### config.mk
export PLATFORM = sky130hd
export DESIGN_NAME = run_monitor
export DESIGN_NICKNAME = d
export VERILOG_FILES = /design/src/rtl/run_monitor.sv
export SDC_FILE = /design/constraint.sdc
export NUM_CORES = 1
export LEC_CHECK = 0
export CORE_MARGIN = 1.5
export CORE_UTILIZATION = 40
export CTS_CLUSTER_DIAMETER = 100
export DETAILED_ROUTE_END_ITERATION = 10
export HOLD_SLACK_MARGIN = 0.1
export PLACE_DENSITY = 0.92
export SYNTH_ARGS = -nofsm -noshare
export SYNTH_HDL_FRONTEND = slang
export SYNTH_SLANG_ARGS = --single-unit
### constraint.sdc
create_clock -name clk -period 3.7 [get_ports clk]
set_clock_uncertainty 0.05 [all_clocks]
set_input_delay 1.11 -clock clk [delete_from_list [all_inputs] [get_ports clk]]
set_output_delay 1.11 -clock clk [all_outputs]
set_load 0.02 [all_outputs]
### src/rtl/run_monitor.sv
// End-of-run controller: counts RUN cycles, stops on exception/stop/budget, then streams the register file out.
// Build option: define RUN_MONITOR_WATCHDOG_EN to enable the MAX_CYCLES timeout trigger.
module run_monitor #(
    parameter int NUM_REGS   = 32,
    parameter int DATA_W     = 32,
    parameter int MAX_CYCLES = 30,
    parameter int CNT_W      = 16,
    parameter int IDX_W      = $clog2(NUM_REGS)
) (
    input  logic              clk,
    input  logic              reset,
    input  logic              except,
    input  logic              stop,
    output logic [IDX_W-1:0]  rf_addr,
    input  logic [DATA_W-1:0] rf_data,
    output logic              halted,
    output logic              dump_valid,
    input  logic              dump_ready,
    output logic [IDX_W-1:0]  dump_index,
    output logic [DATA_W-1:0] dump_value,
    output logic [1:0]        cause,
    output logic [CNT_W-1:0]  cycle_count,
    output logic              finished
);

    typedef enum logic [1:0] {
        RUN  = 2'd0,
        DUMP = 2'd1,
        DONE = 2'd2
    } state_e;

    localparam logic [1:0]       CAUSE_TIMEOUT = 2'b01;
    localparam logic [1:0]       CAUSE_EXCEPT  = 2'b10;
    localparam logic [1:0]       CAUSE_STOP    = 2'b11;
    localparam logic [CNT_W-1:0] LAST_CYCLE    = CNT_W'(MAX_CYCLES - 1);
    localparam logic [CNT_W-1:0] CNT_MAX       = '1;
    localparam logic [IDX_W-1:0] LAST_IDX      = IDX_W'(NUM_REGS - 1);

    state_e           state_q, state_d;
    logic [IDX_W-1:0] idx_q, idx_d;
    logic [CNT_W-1:0] cnt_q, cnt_d;
    logic [1:0]       cause_q, cause_d;
    logic             timeout;

`ifdef RUN_MONITOR_WATCHDOG_EN
    assign timeout = (cnt_q == LAST_CYCLE);
`else
    // Budget is irrelevant without the watchdog; the counter simply saturates.
    logic watchdog_unused;
    assign watchdog_unused = ^LAST_CYCLE;
    assign timeout         = 1'b0;
`endif

    // NOTE: every signal written here gets a default first, so no path can infer a latch.
    always_comb begin
        state_d    = state_q;
        idx_d      = idx_q;
        cnt_d      = cnt_q;
        cause_d    = cause_q;
        halted     = 1'b0;
        dump_valid = 1'b0;
        finished   = 1'b0;
        rf_addr    = '0;
        dump_index = '0;
        dump_value = '0;

        unique case (state_q)
            RUN: begin
                if (cnt_q != CNT_MAX) begin
                    cnt_d = cnt_q + CNT_W'(1);
                end
                if (except) begin
                    cause_d = CAUSE_EXCEPT;
                end else if (stop) begin
                    cause_d = CAUSE_STOP;
                end else if (timeout) begin
                    cause_d = CAUSE_TIMEOUT;
                end
                if (except || stop || timeout) begin
                    state_d = DUMP;
                    idx_d   = '0;
                end
            end
            DUMP: begin
                halted     = 1'b1;
                dump_valid = 1'b1;
                rf_addr    = idx_q;
                dump_index = idx_q;
                dump_value = rf_data;
                if (dump_ready) begin
                    if (idx_q == LAST_IDX) begin
                        state_d = DONE;
                    end else begin
                        idx_d = idx_q + IDX_W'(1);
                    end
                end
            end
            DONE: begin
                halted   = 1'b1;
                finished = 1'b1;
            end
            default: begin
                state_d = RUN;
            end
        endcase
    end

    // NOTE: state uses non-blocking assignments; reset is synchronous and wins over any trigger.
    always_ff @(posedge clk) begin
        if (reset) begin
            state_q <= RUN;
            idx_q   <= '0;
            cnt_q   <= '0;
            cause_q <= '0;
        end else begin
            state_q <= state_d;
            idx_q   <= idx_d;
            cnt_q   <= cnt_d;
            cause_q <= cause_d;
        end
    end

    assign cause       = cause_q;
    assign cycle_count = cnt_q;

endmodule

# After elaboration in Yosys (flattened, before gate mapping)
# Index checks and enable logic that the tools add are counted.
[word_totals]
register_bits = 25
[classes]
n_reduce_logical = 9
n_eq_ne = 8
muxes = 15
n_bitwise = 1
add_sub_neg = 2
[ops]
columns = ["cell", "n"]
rows = [
  ["32-bit two-way mux", 1],
  ["5-bit two-way mux", 4],
  ["16-bit by 1-bit adder with 16-bit output, second input constant", 1],
  ["16-bit inequality test, second input constant", 1],
  ["2-bit two-way mux", 5],
  ["5-bit one-hot mux with 2 select lines", 1],
  ["2-bit inequality test, second input constant", 4],
  ["4-bit AND reduction", 2],
  ["2-bit one-hot mux with 3 select lines", 1],
  ["5-bit by 1-bit adder with 5-bit output, second input constant", 1],
  ["5-bit equality test, second input constant", 1],
  ["2-bit AND reduction", 2],
  ["2-bit nonzero test", 2],
  ["1-bit two-way mux", 3],
  ["2-bit by 1-bit equality test with 1-bit output, second input constant", 1],
  ["2-bit equality test, second input constant", 1],
  ["2-bit zero test", 1],
  ["2-bit OR reduction", 1],
  ["1-bit logical OR", 1],
  ["1-bit NOT", 1],
]

# Depth between registers and ports, before layout
# Gate-level depths: netlist of run 1.
[logic_depth]
depth_word = 4
ltp_mapped = 7
ltp_nobuf = 7

# Worst setup path after synthesis of run 1
# OpenSTA, ideal clock, no wires.
[synth_timing]
path_type = "flip-flop to output port"
startpoint = "register state_q[1]"
endpoint = "output rf_addr[4]"
slack_ps = 1091
t_required_ps = 2540
t_arrival_ps = 1449
stages_incl_launch_ff = 6
path_cell_list = "dfxtp_1 > inv_1 > ha_1 > clkbuf_1 > and2_1 > buf_4"
[synth_via]
elab_chain_len = 2
[synth_rtl]
columns = ["element", "line_no", "text"]
rows = [
  ["from (decl)", "39", "state_e state_q, state_d;"],
  ["from (signal assigned)", "116", "state_q <= state_d;"],
  ["2-bit by 1-bit equality test with 1-bit output", "n/a", ""],
  ["5-bit two-way mux", "n/a", ""],
  ["to (decl)", "14", "output logic [IDX_W-1:0] rf_addr,"],
]
# Every way passes these cells.

# Final worst setup path of run 1
[layout_timing]
startpoint = "input rf_data[1]"
endpoint = "output dump_value[1]"
[layout_via]
elab_chain_len = 1
[layout_rtl]
columns = ["element", "line_no", "text"]
rows = [
  ["from (decl)", "15", "input logic [DATA_W-1:0] rf_data,"],
  ["32-bit two-way mux", "67", "unique case (state_q)"],
  ["to (decl)", "20", "output logic [DATA_W-1:0] dump_value,"],
]
# Every way passes these cells.

==> results of run 1 <==
stage by stage:
step | total power [mW] | cell area [sq um] | hold slack [ns] | worst slack, ns
after floorplan | 0.788 | 1610 | 0.431 | 1.09
after global placement | 1.13 | 2610 | 0.386 | 0.247
after detailed placement | 1.14 | 2610 | 0.391 | 0.238
after CTS | 1.31 | 2660 | 0.403 | 0.229
after global routing | 1.38 | 2660 | 0.424 | 0.181
final | 1.30 | 2660 | 0.397 | 0.234
layout make-up:
cell class                 instances  share of cell area [%]
timing repair buffer             102                    38.1
inverter                           6                   0.847
clock buffer                       4                    1.69
sequential                        25                    18.8
tap                               48                    2.26
multi-input combinational        152                    38.2
sequential cells by signal, summed over array words and instances (netlist names):
name and count:
state_q 2, idx_q 5, cycle_count 16, cause 2
power groups by stage:
stage / logic (mW) / clock network [mW] / registers [mW]
after CTS: 0.816 / 0.159 / 0.333
after floorplan: 0.434 / 0 / 0.354
final: 0.808 / 0.157 / 0.334
after global routing: 0.864 / 0.173 / 0.339
after global placement: 0.788 / 0 / 0.338
after detailed placement: 0.803 / 0 / 0.339
how the worst max path moves through the flow:
stage / from / end / cells past startpoint
after floorplan: state_q[1]$_SDFFE_PP0P_ / rf_addr[4] / 5
after global placement: rf_data[29] / dump_value[29] / 3
after detailed placement: rf_data[26] / dump_value[26] / 3
after CTS: rf_data[13] / dump_value[13] / 3
after global routing: rf_data[16] / dump_value[16] / 3
final: rf_data[1] / dump_value[1] / 3
worst max-delay path, stage by stage:
cell	delay (ns)
clkdlybuf4s50_1	0.45
and2_1	0.14
clkdlybuf4s50_1	0.61
cells by family (layout without fill, tap and decap cells):
logic type / Yosys count / in the layout / share of synthesized area, %
flip-flops: 25 / 25 / 31.1
buffers and inverters: 20 / 112 / 5.83
adder cells (fa/ha/maj): 6 / 6 / 4.66
AO/OA/AOI/OAI: 26 / 26 / 10.7
XOR/XNOR: 5 / 5 / 2.72
AND/OR/NAND/NOR: 106 / 106 / 39.1
multiplexers: 9 / 9 / 5.91
layer usage:
metal	vias up	wire, um	track usage (%)
li1	867	-	-
met1	793	1930	24.3
met2	54	2340	38.5
met3	8	202	3.89
met4	0	53	4.08
met5	-	0	0
cells in the final DEF (no fill, tap or decap), drive strengths merged, types with 3 or more instances in the layout:
| master | synthesis | final |
|---|---|---|
| nor2 | 19 | 19 |
| and4 | 4 | 4 |
| mux2 | 4 | 4 |
| a21oi | 8 | 8 |
| and2 | 39 | 39 |
| ha | 6 | 6 |
| nor3b | 3 | 3 |
| nand2 | 5 | 5 |
| inv | 6 | 6 |
| and3 | 4 | 4 |
| nand4 | 6 | 6 |
| nor3 | 7 | 7 |
| clkdlybuf4s50 | 0 | 99 |
| clkbuf | 8 | 4 |
| xnor2 | 4 | 4 |
| a211oi | 8 | 8 |
| dfxtp | 25 | 25 |
| buf | 6 | 3 |
| nand3 | 7 | 7 |
| nor2b | 6 | 6 |
| mux2i | 5 | 5 |
==> results.json, run 1 <==
{
  "ys_warn_count": 0,
  "core.rowCount": 22,
  "status": "finished clean",
  "power.share.sequential_pct": 25.7,
  "overflow": 0,
  "fin_crit_ns": 3.47,
  "p_leak_nw": 1.00,
  "register_area_sq_um": 500,
  "cap_violations": 0,
  "min_path_type": "reg -> reg",
  "antenna_found_initial": 0,
  "synth_cells": 197,
  "drive_above_1_share_pct": 5.54,
  "numCtsBuffers": 3,
  "finalSetupTns_ns": 0,
  "rsz0062_at_grt": "no",
  "drc": 0,
  "grt_first_pass_wirelength_mm": 7.18,
  "cts_post_setup_buffers_inserted": 0,
  "cts-root-buf": "clkbuf_8",
  "combinationalPowerShare_pct": 62.2,
  "ctsResizeCount": 0,
  "regToRegEndpoint": "cycle_count[13]$_SDFFE_PP0P_",
  "syn-num-nets": 240,
  "switching_power_mw": 0.534,
  "top_level_ports": 100,
  "power_density_nw_per_um2": 489,
  "rrSetupSlack_ns": 1.49,
  "totalWireLength_mm": 4.53,
  "whs_endpoint": "cause[1]$_SDFFE_PP0P_",
  "placedCellCount": 333,
  "dr.pass1.iters": 4,
  "fp.dieArea_sq_um": 4420,
  "dieWidth_um": 66.5,
  "synthTopCellsByArea": "dfxtp_1 31%, and2_1 15%, ha_1 4.7%",
  "internal_power_mw": 0.766,
  "clk_pin_slew_ns": 0.08,
  "grt_max_degree": 25,
  "rr_worst_depth": 6,
  "ys_async_sr_fraction_pct": 0,
  "final_antenna_net_count": 0,
  "hold-path-cell-count": 2,
  "r2r_start": "state_q[1]$_SDFFE_PP0P_",
  "ys_ff_latch": 25,
  "first_iter_violations": 62,
  "wl_per_cell_um": 13.5,
  "p_sw_share_pct": 41.1,
  "fmax_ghz": 0.289,
  "cp_max_fo": 1,
  "hpwl_mm": 3.47,
  "place_congestion": 0.833,
  "clkPwrFrac_pct": 12.1,
  "ctsLongestPathBuffers": 2,
  "cts_tree": "done",
  "nFillCells": 296,
  "multiInputGateArea_sq_um": 1020,
  "vias": 1722,
  "ctsHoldBuffers": 0,
  "maxSlewHeadroom_pct": 46.4,
  "yosysUniqueCellTypes": 38,
  "grt_pass1_vias": 1539,
  "h-tree-depth": 1,
  "port_buffers": 99,
  "arrival_ns": 2.31,
  "synth_edf_count": 0,
  "startpoint_type": "input pin",
  "areaGrowthSynthToFinish_pct": 65.0,
  "nets": 333,
  "ir_worst_vdd_mv": 0.329,
  "coreArea_sq_um": 3770,
  "instances_no_fill": 337,
  "num_antenna_cells": 0,
  "fp.dieH_um": 66.5,
  "cp.required_ns": 2.54,
  "finalSetupViolCount": 0,
  "synth_area_leader_cell": "dfxtp_1",
  "tightest_slew_ns": 0.801,
  "synth_common_cells": "39 x and2_1, 25 x dfxtp_1, 19 x nor2_1",
  "clk_latency_ns": 0.26,
  "syn_area_per_cell_sq_um": 8.17,
  "vias_per_cell": 5.11,
  "synth.most_common_cell": "and2_1",
  "synth_area_sq_um": 1610,
  "synth_top_cell_area_share_pct": 31.1,
  "end_kind": "output port",
  "slew_violations": 0,
  "hold_start": "cause[1]$_SDFFE_PP0P_",
  "synthFlopType": "dfxtp_1",
  "path_class": "in -> out",
  "cts.sinks": 25,
  "start_util_pct": 42.7,
  "ys_seq_area_share_pct": 31.1,
  "period_share_pct": 93.7,
  "hold_violations": 0,
  "final_util_pct": 70.5,
  "grt_usage_pct": 20.6
}
Note: power is estimated with default switching activity, not from simulation.
==> run 2: changes to the inputs <==
--- a/config.mk
+++ b/config.mk
@@ -5,7 +5,7 @@
 export SDC_FILE = /design/constraint.sdc
 export NUM_CORES = 1
 export LEC_CHECK = 0
-export CORE_MARGIN = 1.5
+export CORE_MARGIN = 5
 export CORE_UTILIZATION = 40
 export CTS_CLUSTER_DIAMETER = 100
 export DETAILED_ROUTE_END_ITERATION = 10
==> run 2 against run 1 <==
- routed wire length up 3.9%
- sequential cell count unchanged
- worst setup slack worse by 0.015 ns
- maximum frequency down 0.44%
- first-iteration DRC count up 19%
- final cell count up 0.30%
- utilization down 3.1 points
- largest cell class unchanged
- register-to-register slack about the same
- critical path type unchanged
==> results.json, run 2 (synthesis results as in run 1) <==
{
  "cpPeakStageDelay_ns": 0.61,
  "placedCellCount": 334,
  "met3_usage_pct": 4.38,
  "fmax_ghz": 0.287,
  "cpMaxStageDelayCell": "clkdlybuf4s50_1",
  "coreArea_sq_um": 3940,
  "hpwl_mm": 3.82,
  "startpoint": "rf_data[9]",
  "period_share_pct": 94.1,
  "clk_latency_ns": 0.27,
  "critical-path-top-delay-family": "buffers and inverters",
  "fin_crit_ns": 3.48,
  "ctsHoldBuffers": 0,
  "totalWireLength_mm": 4.71,
  "numCtsBuffers": 3,
  "power_density_nw_per_um2": 485,
  "cts.sinks": 25,
  "use_met1_pct": 20.7,
  "drc": 0,
  "cts_tree": "done",
  "overflow": 0,
  "worst_path_most_repeated_cell": "clkdlybuf4s50_1",
  "slew_violations": 0,
  "grt_max_degree": 43,
  "ir_worst_vdd_mv": 0.333,
  "vias_per_cell": 5.03,
  "drive_above_1_share_pct": 5.56,
  "clk_pin_slew_ns": 0.09,
  "place_congestion": 0.830,
  "worstPathCellList": "clkdlybuf4s50_1, and2_1, clkdlybuf4s50_1",
  "areaGrowthSynthToFinish_pct": 64.9,
  "cts-root-buf": "clkbuf_8",
  "wl_per_cell_um": 13.9,
  "arrival_ns": 2.32,
  "cp_max_fo": 1,
  "hold_violations": 0,
  "cts_post_setup_buffers_inserted": 0,
  "cap_violations": 0,
  "nFillCells": 330,
  "cp.required_ns": 2.54,
  "dieWidth_um": 73.5,
  "end_kind": "output port",
  "top_level_ports": 100,
  "grt_usage_pct": 17.6,
  "ctsLongestPathBuffers": 2,
  "final_common_cell": "clkdlybuf4s50_1",
  "antenna_found_initial": 0,
  "grt_use_met2_pct": 31.6,
  "dr.pass1.iters": 4,
  "path_class": "in -> out",
  "start_util_pct": 40.8,
  "busiest_layer": "met2",
  "finalSetupTns_ns": 0,
  "fp.dieH_um": 73.5,
  "final_util_pct": 67.3,
  "ctsResizeCount": 0,
  "status": "finished clean",
  "largest_register_ffs": 16,
  "r2r_start": "state_q[0]$_SDFFE_PP0P_",
  "first_iter_violations": 74,
  "hold_start": "cause[1]$_SDFFE_PP0P_",
  "final_cell_mix": "99 x clkdlybuf4s50_1, 39 x and2_1, 25 x dfxtp_1",
  "crit_buf_inv": 2,
  "grt_pass1_vias": 1649,
  "final_antenna_net_count": 0,
  "instances_no_fill": 338,
  "num_antenna_cells": 0,
  "min_path_type": "reg -> reg",
  "finalSetupViolCount": 0,
  "grt_first_pass_wirelength_mm": 7.62,
  "fp.dieArea_sq_um": 5390,
  "maxSlewHeadroom_pct": 52.8,
  "h-tree-depth": 1,
  "fin_ws_ns": 0.219,
  "vias": 1701,
  "p_leak_nw": 0.997,
  "nets": 332,
  "place_ws_ns": 0.203,
  "rsz0062_at_grt": "no",
  "core.rowCount": 23,
  "startpoint_type": "input pin",
  "port_buffers": 99,
  "tightest_slew_ns": 0.699
}
run 2: cell count changes in the layout (fill, tap and decap cells not counted):
cell   delta
ha_1      -1
ha_2      +1
buf_4     -1
run 2: worst paths after layout:
check | endpoint | slack (ns) | depth (start not counted)
hold reg to reg | cause[1]$_SDFFE_PP0P_ | 0.40 | 2
setup reg to reg | cycle_count[13]$_SDFFE_PP0P_ | 1.49 | 6
setup / recovery | dump_value[9] | 0.22 | 3
hold / removal | cause[1]$_SDFFE_PP0P_ | 0.40 | 2
run 2: routing by layer:
layer,wire length [um],up-vias
met5,0,-
met4,97,0
met3,297,11
met2,2370,52
met1,1950,772
li1,-,866
run 2: layout make-up:
class	instances	area (sq um)	share of cell area, %
clock buffers	4	45.0	1.70
inverters	6	22.5	0.848
flip-flops and latches	25	500	18.9
well taps	50	62.6	2.36
repair buffers	101	1010	37.9
multi-input cells	152	1020	38.4
run 2: through the flow:
stage	power, mW	instance area, sq um	hold WS, ns
3_5_place_dp	1.14	2610	0.397
3_3_place_gp	1.12	2610	0.386
6_report	1.29	2660	0.403
4_1_cts	1.30	2650	0.411
5_1_grt	1.37	2660	0.437
2_1_floorplan	0.788	1610	0.431
run 2: report_power, final:
part / leakage [nW] / internal [mW] / switching [mW]
clock: 0.0228 / 0.0770 / 0.0835
combinational: 0.771 / 0.385 / 0.407
sequential: 0.203 / 0.300 / 0.0326
run 2: worst register-to-register path: cells and delay by family, from the launching register on:
family	cells	cell delay [ns]
muxes	1	0.38
AOI/OAI and AO/OA	1	0.39
buffers and inverters	1	0.08
and+or+nand+nor	2	0.50
adders and majority gates	1	0.38
DFF	1	0.33
